## src/rtl/ddr3_rw_arbiter.sv

```systemverilog
// MIG user-interface sequencer: shares the single DDR3 port between the write-FIFO drain and the
// read-FIFO fill, generates burst addresses and swaps ping-pong frame banks on source/display vsync.
module ddr3_rw_arbiter #(
    parameter int ADDR_W    = 28,
    parameter int CNT_W     = 10,
    parameter int ADDR_MIN  = 0,
    parameter int ADDR_MAX  = 786432,
    parameter int BANK_BIT  = 27,
    parameter int ADDR_STEP = 8
) (
    input  logic              clk,
    input  logic              rst_n,
    input  logic              init_calib_complete,
    input  logic [6:0]        burst_len,
    input  logic              pingpang_en,
    input  logic              read_valid,
    input  logic              wr_load,
    input  logic              rd_load,
    input  logic [CNT_W-1:0]  wfifo_rcount,
    input  logic [CNT_W-1:0]  rfifo_wcount,
    input  logic              app_rdy,
    input  logic              app_wdf_rdy,
    output logic              app_en,
    output logic [2:0]        app_cmd,
    output logic [ADDR_W-1:0] app_addr,
    output logic              app_wdf_wren,
    output logic              app_wdf_end,
    output logic              busy
);
    typedef enum logic [1:0] {IDLE, ARB, WRITE, READ} state_t;

    localparam logic [2:0] CMD_WRITE = 3'd0;
    localparam logic [2:0] CMD_READ  = 3'd1;
    localparam int         AW        = BANK_BIT;  // frame offset width below the bank bit

    state_t           state, state_next;
    logic [2:0]       wr_sync, rd_sync;
    logic             wr_edge, rd_edge;
    logic             wr_pend, rd_pend;
    logic             wr_bank, rd_bank, wr_bank_upd;
    logic [AW-1:0]    wr_addr, rd_addr;
    logic [6:0]       beat_cnt, burst_q, eff_len;
    logic [CNT_W-1:0] eff_len_cnt;
    logic             accept, last_beat;

    // Advance one beat; reaching the frame end wraps to the frame start without touching the bank.
    function automatic logic [AW-1:0] addr_inc(input logic [AW-1:0] a);
        logic [AW:0] n;
        n = {1'b0, a} + (AW+1)'(ADDR_STEP);
        return (n >= (AW+1)'(ADDR_MAX)) ? AW'(ADDR_MIN) : n[AW-1:0];
    endfunction

    assign eff_len     = (burst_len == 7'd0) ? 7'd1 : burst_len;
    assign eff_len_cnt = CNT_W'(eff_len);
    assign wr_edge     = wr_sync[1] & ~wr_sync[2];
    assign rd_edge     = rd_sync[1] & ~rd_sync[2];
    assign wr_bank_upd = (wr_pend && pingpang_en) ? ~wr_bank : wr_bank;
    assign last_beat   = accept && (beat_cnt == burst_q - 7'd1);

    always_comb begin
        // NOTE: every combinational output gets a default first so no path leaves it unassigned (no latch).
        accept     = 1'b0;
        state_next = state;
        case (state)
            IDLE: begin
                if (init_calib_complete) state_next = ARB;
            end
            ARB: begin
                // Read wins the tie: a starved display FIFO is visible on screen.
                if (!init_calib_complete)                             state_next = IDLE;
                else if (read_valid && (rfifo_wcount < eff_len_cnt)) state_next = READ;
                else if (wfifo_rcount >= eff_len_cnt)                 state_next = WRITE;
            end
            WRITE: begin
                accept = app_rdy & app_wdf_rdy;
                if (accept && (last_beat || !init_calib_complete))
                    state_next = init_calib_complete ? ARB : IDLE;
            end
            READ: begin
                accept = app_rdy;
                if (accept && (last_beat || !init_calib_complete))
                    state_next = init_calib_complete ? ARB : IDLE;
            end
            default: state_next = IDLE;
        endcase
    end

    always_comb begin
        app_en       = 1'b0;
        app_cmd      = CMD_WRITE;
        app_addr     = '0;
        app_wdf_wren = 1'b0;
        case (state)
            WRITE: begin
                app_en             = 1'b1;
                app_addr[AW-1:0]   = wr_addr;
                app_addr[BANK_BIT] = wr_bank;
                app_wdf_wren       = app_rdy & app_wdf_rdy;
            end
            READ: begin
                app_en             = 1'b1;
                app_cmd            = CMD_READ;
                app_addr[AW-1:0]   = rd_addr;
                app_addr[BANK_BIT] = rd_bank;
            end
            default: ;
        endcase
    end

    assign app_wdf_end = app_wdf_wren;
    assign busy        = (state == WRITE) || (state == READ);

    // NOTE: sequential state uses non-blocking assignments so every register sees pre-edge values.
    always_ff @(posedge clk or negedge rst_n) begin
        if (!rst_n) begin
            state    <= IDLE;
            wr_sync  <= '0;
            rd_sync  <= '0;
            wr_pend  <= 1'b0;
            rd_pend  <= 1'b0;
            wr_bank  <= 1'b0;
            rd_bank  <= 1'b1;
            wr_addr  <= AW'(ADDR_MIN);
            rd_addr  <= AW'(ADDR_MIN);
            beat_cnt <= '0;
            burst_q  <= 7'd1;
        end else begin
            state   <= state_next;
            wr_sync <= {wr_sync[1:0], wr_load};
            rd_sync <= {rd_sync[1:0], rd_load};
            // A new edge in the same cycle as the ARB clear stays pending.
            if (state == ARB) begin
                wr_pend <= 1'b0;
                rd_pend <= 1'b0;
            end
            if (wr_edge) wr_pend <= 1'b1;
            if (rd_edge) rd_pend <= 1'b1;
            case (state)
                ARB: begin
                    if (wr_pend) begin
                        wr_addr <= AW'(ADDR_MIN);
                        wr_bank <= wr_bank_upd;
                    end
                    if (rd_pend) begin
                        rd_addr <= AW'(ADDR_MIN);
                        rd_bank <= pingpang_en ? ~wr_bank_upd : wr_bank_upd;
                    end
                    burst_q  <= eff_len;
                    beat_cnt <= '0;
                end
                WRITE: begin
                    if (accept) begin
                        wr_addr  <= addr_inc(wr_addr);
                        beat_cnt <= (state_next == WRITE) ? beat_cnt + 7'd1 : 7'd0;
                    end
                end
                READ: begin
                    if (accept) begin
                        rd_addr  <= addr_inc(rd_addr);
                        beat_cnt <= (state_next == READ) ? beat_cnt + 7'd1 : 7'd0;
                    end
                end
                default: ;
            endcase
        end
    end
endmodule
```

## config.mk

```make
export PLATFORM = sky130hd
export DESIGN_NAME = ddr3_rw_arbiter
export DESIGN_NICKNAME = d
export VERILOG_FILES = /design/src/rtl/ddr3_rw_arbiter.sv
export SDC_FILE = /design/constraint.sdc
export NUM_CORES = 1
export LEC_CHECK = 0
export CORE_UTILIZATION = 60
export DETAILED_ROUTE_END_ITERATION = 16
export PLACE_DENSITY = 0.87
export SETUP_SLACK_MARGIN = 0.4
export SLEW_MARGIN = 20
export SYNTH_ARGS = -nofsm -noshare
export SYNTH_HDL_FRONTEND = slang
export SYNTH_SLANG_ARGS = --single-unit
```

## constraint.sdc

```tcl
create_clock -name clk -period 6.88 [get_ports clk]
set_clock_uncertainty 0.2 [all_clocks]
set_input_delay 1.032 -clock clk [delete_from_list [all_inputs] [get_ports clk]]
set_output_delay 1.032 -clock clk [all_outputs]
set_load 0.01 [all_outputs]
```

==> run_results.csv <==
group,metric,value,unit
global_routing,grt_usage,29.9,%
timing,slew-limit-headroom,37.7,%
clocking,tritoncts.num_buffers,9,
synth,syn_inst,562,
synth,synth_xor_area_share,2.86,%
clocking,cts_setup_buffers,0,
drt,dr.pass1.iters,5,
placement,gp_congestion,0.988,
synth,yosysWarnings,0,
final_layout,utilization,73.7,%
timing,max_freq,262,MHz
synth,yosys.area.top_type_share,36.8,%
synth,synth_edf_count,0,
drt,first_iter_violations,245,
synth,synth.most_common_cell,"dfrtp_1",
global_routing,grt.overflow.total,0,
drt,wl_per_cell,17.0,um
final_layout,nets,658,
worst_setup_path,startpoint,"app_rdy",
timing,hold_viol_final,0,
hold_path,hold_class,"register to register",
synth,async_flop_share,100,%
clocking,clock-sinks,74,
drt,viasPerCell,6.27,
timing,finalSetupTns,0,ns
synth,ys_seq_elements,74,
synth,synth-compound-area-share,14.8,%
synth,synthAdderAreaFrac,4.34,%
run_status,status,"finished clean",
clocking,clk_path_buf_depth,2,
clocking,cts_hold_buf,0,
final_layout,antenna_cells,0,
timing,setup_viol,0,
pwr,p_leak,2.43,nW
worst_setup_path,crit_top_cell,"clkdlybuf4s50_1",
drt,drt_drc_violations_left,0,
global_routing,grt_pass1_vias,4311,
floorplan,ioPinCount,71,
worst_setup_path,crit_slowest_cell,"clkdlybuf4s50_1",
timing,slew_viol_final,0,
worst_setup_path,cp.arrival,2.58,ns
floorplan,start_util,62.7,%
pwr,peakVddDrop,0.000148,V
worst_setup_path,start_kind,"primary input",
synth,synthesis.area,4900,um2
worst_setup_path,required,5.65,ns
drt,vias,4463,
synth,synth_area_leaders,"dfrtp_1 37%, mux2i_1 6.7%, ha_1 4.3%",
worst_setup_path,crit_chain,"clkdlybuf4s50_1 -> and4b_1 -> clkdlybuf4s50_1",
clocking,clk_pin_slew_worst_paths,0.08,ns
synth,yosysTopAreaCell,"dfrtp_1",
worst_setup_path,crit_end,"app_wdf_end",
floorplan,die_area,8530,um2
global_routing,grt_pass1_wl,20300,um
clocking,root_buffer,"clkbuf_8",
synth,synth_top_family_by_area,"simple AND/OR/NAND/NOR gates",
worst_setup_path,ff2ff_setup_slack,3.75,ns
clocking,cts-resized-gates,0,
final_layout,multiInputGateArea,2750,um2
worst_setup_path,r2r-end,"wr_addr[17]",
synth,ys_top_cells_by_count,"72 x dfrtp_1, 51 x nand2_1, 49 x nor2_1, 42 x nand3_1, 33 x mux2i_1",
synth,syn_avg_cell_area,8.72,um2
synth,synth-main-ff-cell,"dfrtp_1",
final_layout,n_fill_cell,566,
worst_setup_path,cp_max_fo,6,
placement,portBuffers,65,
pwr,power.density,261,nW/um2
final_layout,regArea,1850,um2
placement,hpwl,8560,um
drt,routed_wl,12100,um
clocking,clock_latency,0.36,ns
job,maxCapViolCount,0,
timing,period_minus_slack,3.82,ns
floorplan,die_w,92.4,um
floorplan,die-height,92.4,um
synth,synthSimpleGateAreaFrac,25.3,%
final_layout,drive_above_1_share,6.89,%
timing,fin_crit_sh,55.5,%
clocking,tritoncts,"built",
floorplan,fp.coreArea,7810,um2
final_layout,area_delta_synth_final,17.4,%
worst_setup_path,worst_path_largest_cell_delay,0.60,ns
timing,tightest_slew,0.931,ns
synth,ys_seq_area_share,37.9,%
global_routing,grt_max_degree,75,
worst_setup_path,rr_startpoint,"wr_addr[13]",
timing,rsz0062_at_grt,"no",
drt,ant_nets,0,
synth,synth_mux_area_share,8.35,%
worst_setup_path,cp-end-kind,"output pin",
global_routing,antenna_found_initial,0,
worst_setup_path,rr_worst_depth,7,
clocking,htree_num_levels,3,
worst_setup_path,critPathKind,"primary input to output pin",
synth,yosysUniqueCellTypes,60,
floorplan,std_cell_rows,32,
## report_power, final
group | switching, mW | internal [mW]
clock | 0.171 | 0.242
sequential | 0.0743 | 0.498
combinational | 0.290 | 0.227
## through the flow
| stage | power, mW | setup slack (ns) | instance area, um2 | instances | hold WS, ns |
|---|---|---|---|---|---|
| finish | 1.50 | 3.06 | 5750 | 712 | 0.151 |
| global route | 1.58 | 2.98 | 5750 | 712 | 0.161 |
| CTS | 1.50 | 3.09 | 5750 | 712 | 0.153 |
| detailed placement | 1.09 | 3.10 | 5510 | 696 | 0.135 |
| global placement | 1.06 | 3.10 | 5510 | 696 | 0.134 |
| floorplan | 0.941 | 3.89 | 4910 | 566 | 0.131 |
## kinds of logic (layout without fill, tap and decap cells)
| group | Yosys count | in the layout |
|---|---|---|
| buf+inv | 69 | 113 |
| simple gates | 236 | 236 |
| fa+ha+maj | 17 | 17 |
| compound gates | 109 | 109 |
| other cells | 1 | 5 |
| flops | 74 | 74 |
| mux | 40 | 40 |
| xor+xnor | 16 | 16 |
## final cells by class
class                   instances  share of cell area, %
clock inverters                 6                   2.00
well taps                     102                   2.22
multi-input cells             423                   47.8
clock buffers                  10                   2.22
repair buffers                 69                   11.7
flip-flops and latches         74                   32.2
inverters                      28                   1.83
## worst min path at each step
stage	startpoint	to	slack [ns]	cells after the start
detailed placement	wr_sync[0]	wr_sync[1]	0.13	0
global route	wr_sync[0]	wr_sync[1]	0.16	0
global placement	rd_sync[0]	rd_sync[1]	0.13	0
CTS	wr_sync[0]	wr_sync[1]	0.15	0
finish	wr_sync[0]	wr_sync[1]	0.15	0
floorplan	rd_sync[0]	rd_sync[1]	0.13	0
## metal layers
metal	wire length [um]	share of wire [%]	global-route usage [%]
met2	6060	50	50.7
met3	663	5.5	4.93
met1	5110	42	38.3
met5	0	0	0
met4	257	2.1	11.2
## critical path: cells and delay by family
family                 cells  cell delay, ns
and+or+nand+nor            1            0.39
buffers and inverters      2            1.16
## registers in the layout (all words and copies together), names as in the netlist
| register | count |
|---|---|
| wr_sync | 3 |
| rd_sync | 3 |
| wr_pend | 1 |
| rd_addr | 24 |
| state | 2 |
| wr_addr | 24 |
| burst_q | 7 |
| rd_pend | 1 |
| rd_bank | 1 |
| wr_bank | 1 |
| beat_cnt | 7 |
## cells in the final DEF (no fill, tap or decap), types with 5 or more instances in the layout
| cell type | n |
|---|---|
| nand4_1 | 15 |
| xnor2_1 | 7 |
| inv_1 | 28 |
| conb_1 | 5 |
| o21a_1 | 5 |
| clkdlybuf4s50_1 | 64 |
| a21oi_1 | 18 |
| and3_1 | 9 |
| mux2i_1 | 33 |
| nor2_1 | 49 |
| nand2_1 | 51 |
| nor2b_1 | 6 |
| clkbuf_8 | 9 |
| a31oi_1 | 27 |
| dfrtp_1 | 72 |
| o21ai_0 | 19 |
| o22ai_1 | 8 |
| nor3_1 | 11 |
| nor4_1 | 6 |
| xor2_1 | 9 |
| ha_1 | 17 |
| mux2_2 | 7 |
| and2_1 | 18 |
| nand3_1 | 42 |
Power figures use the tool's default switching activity.
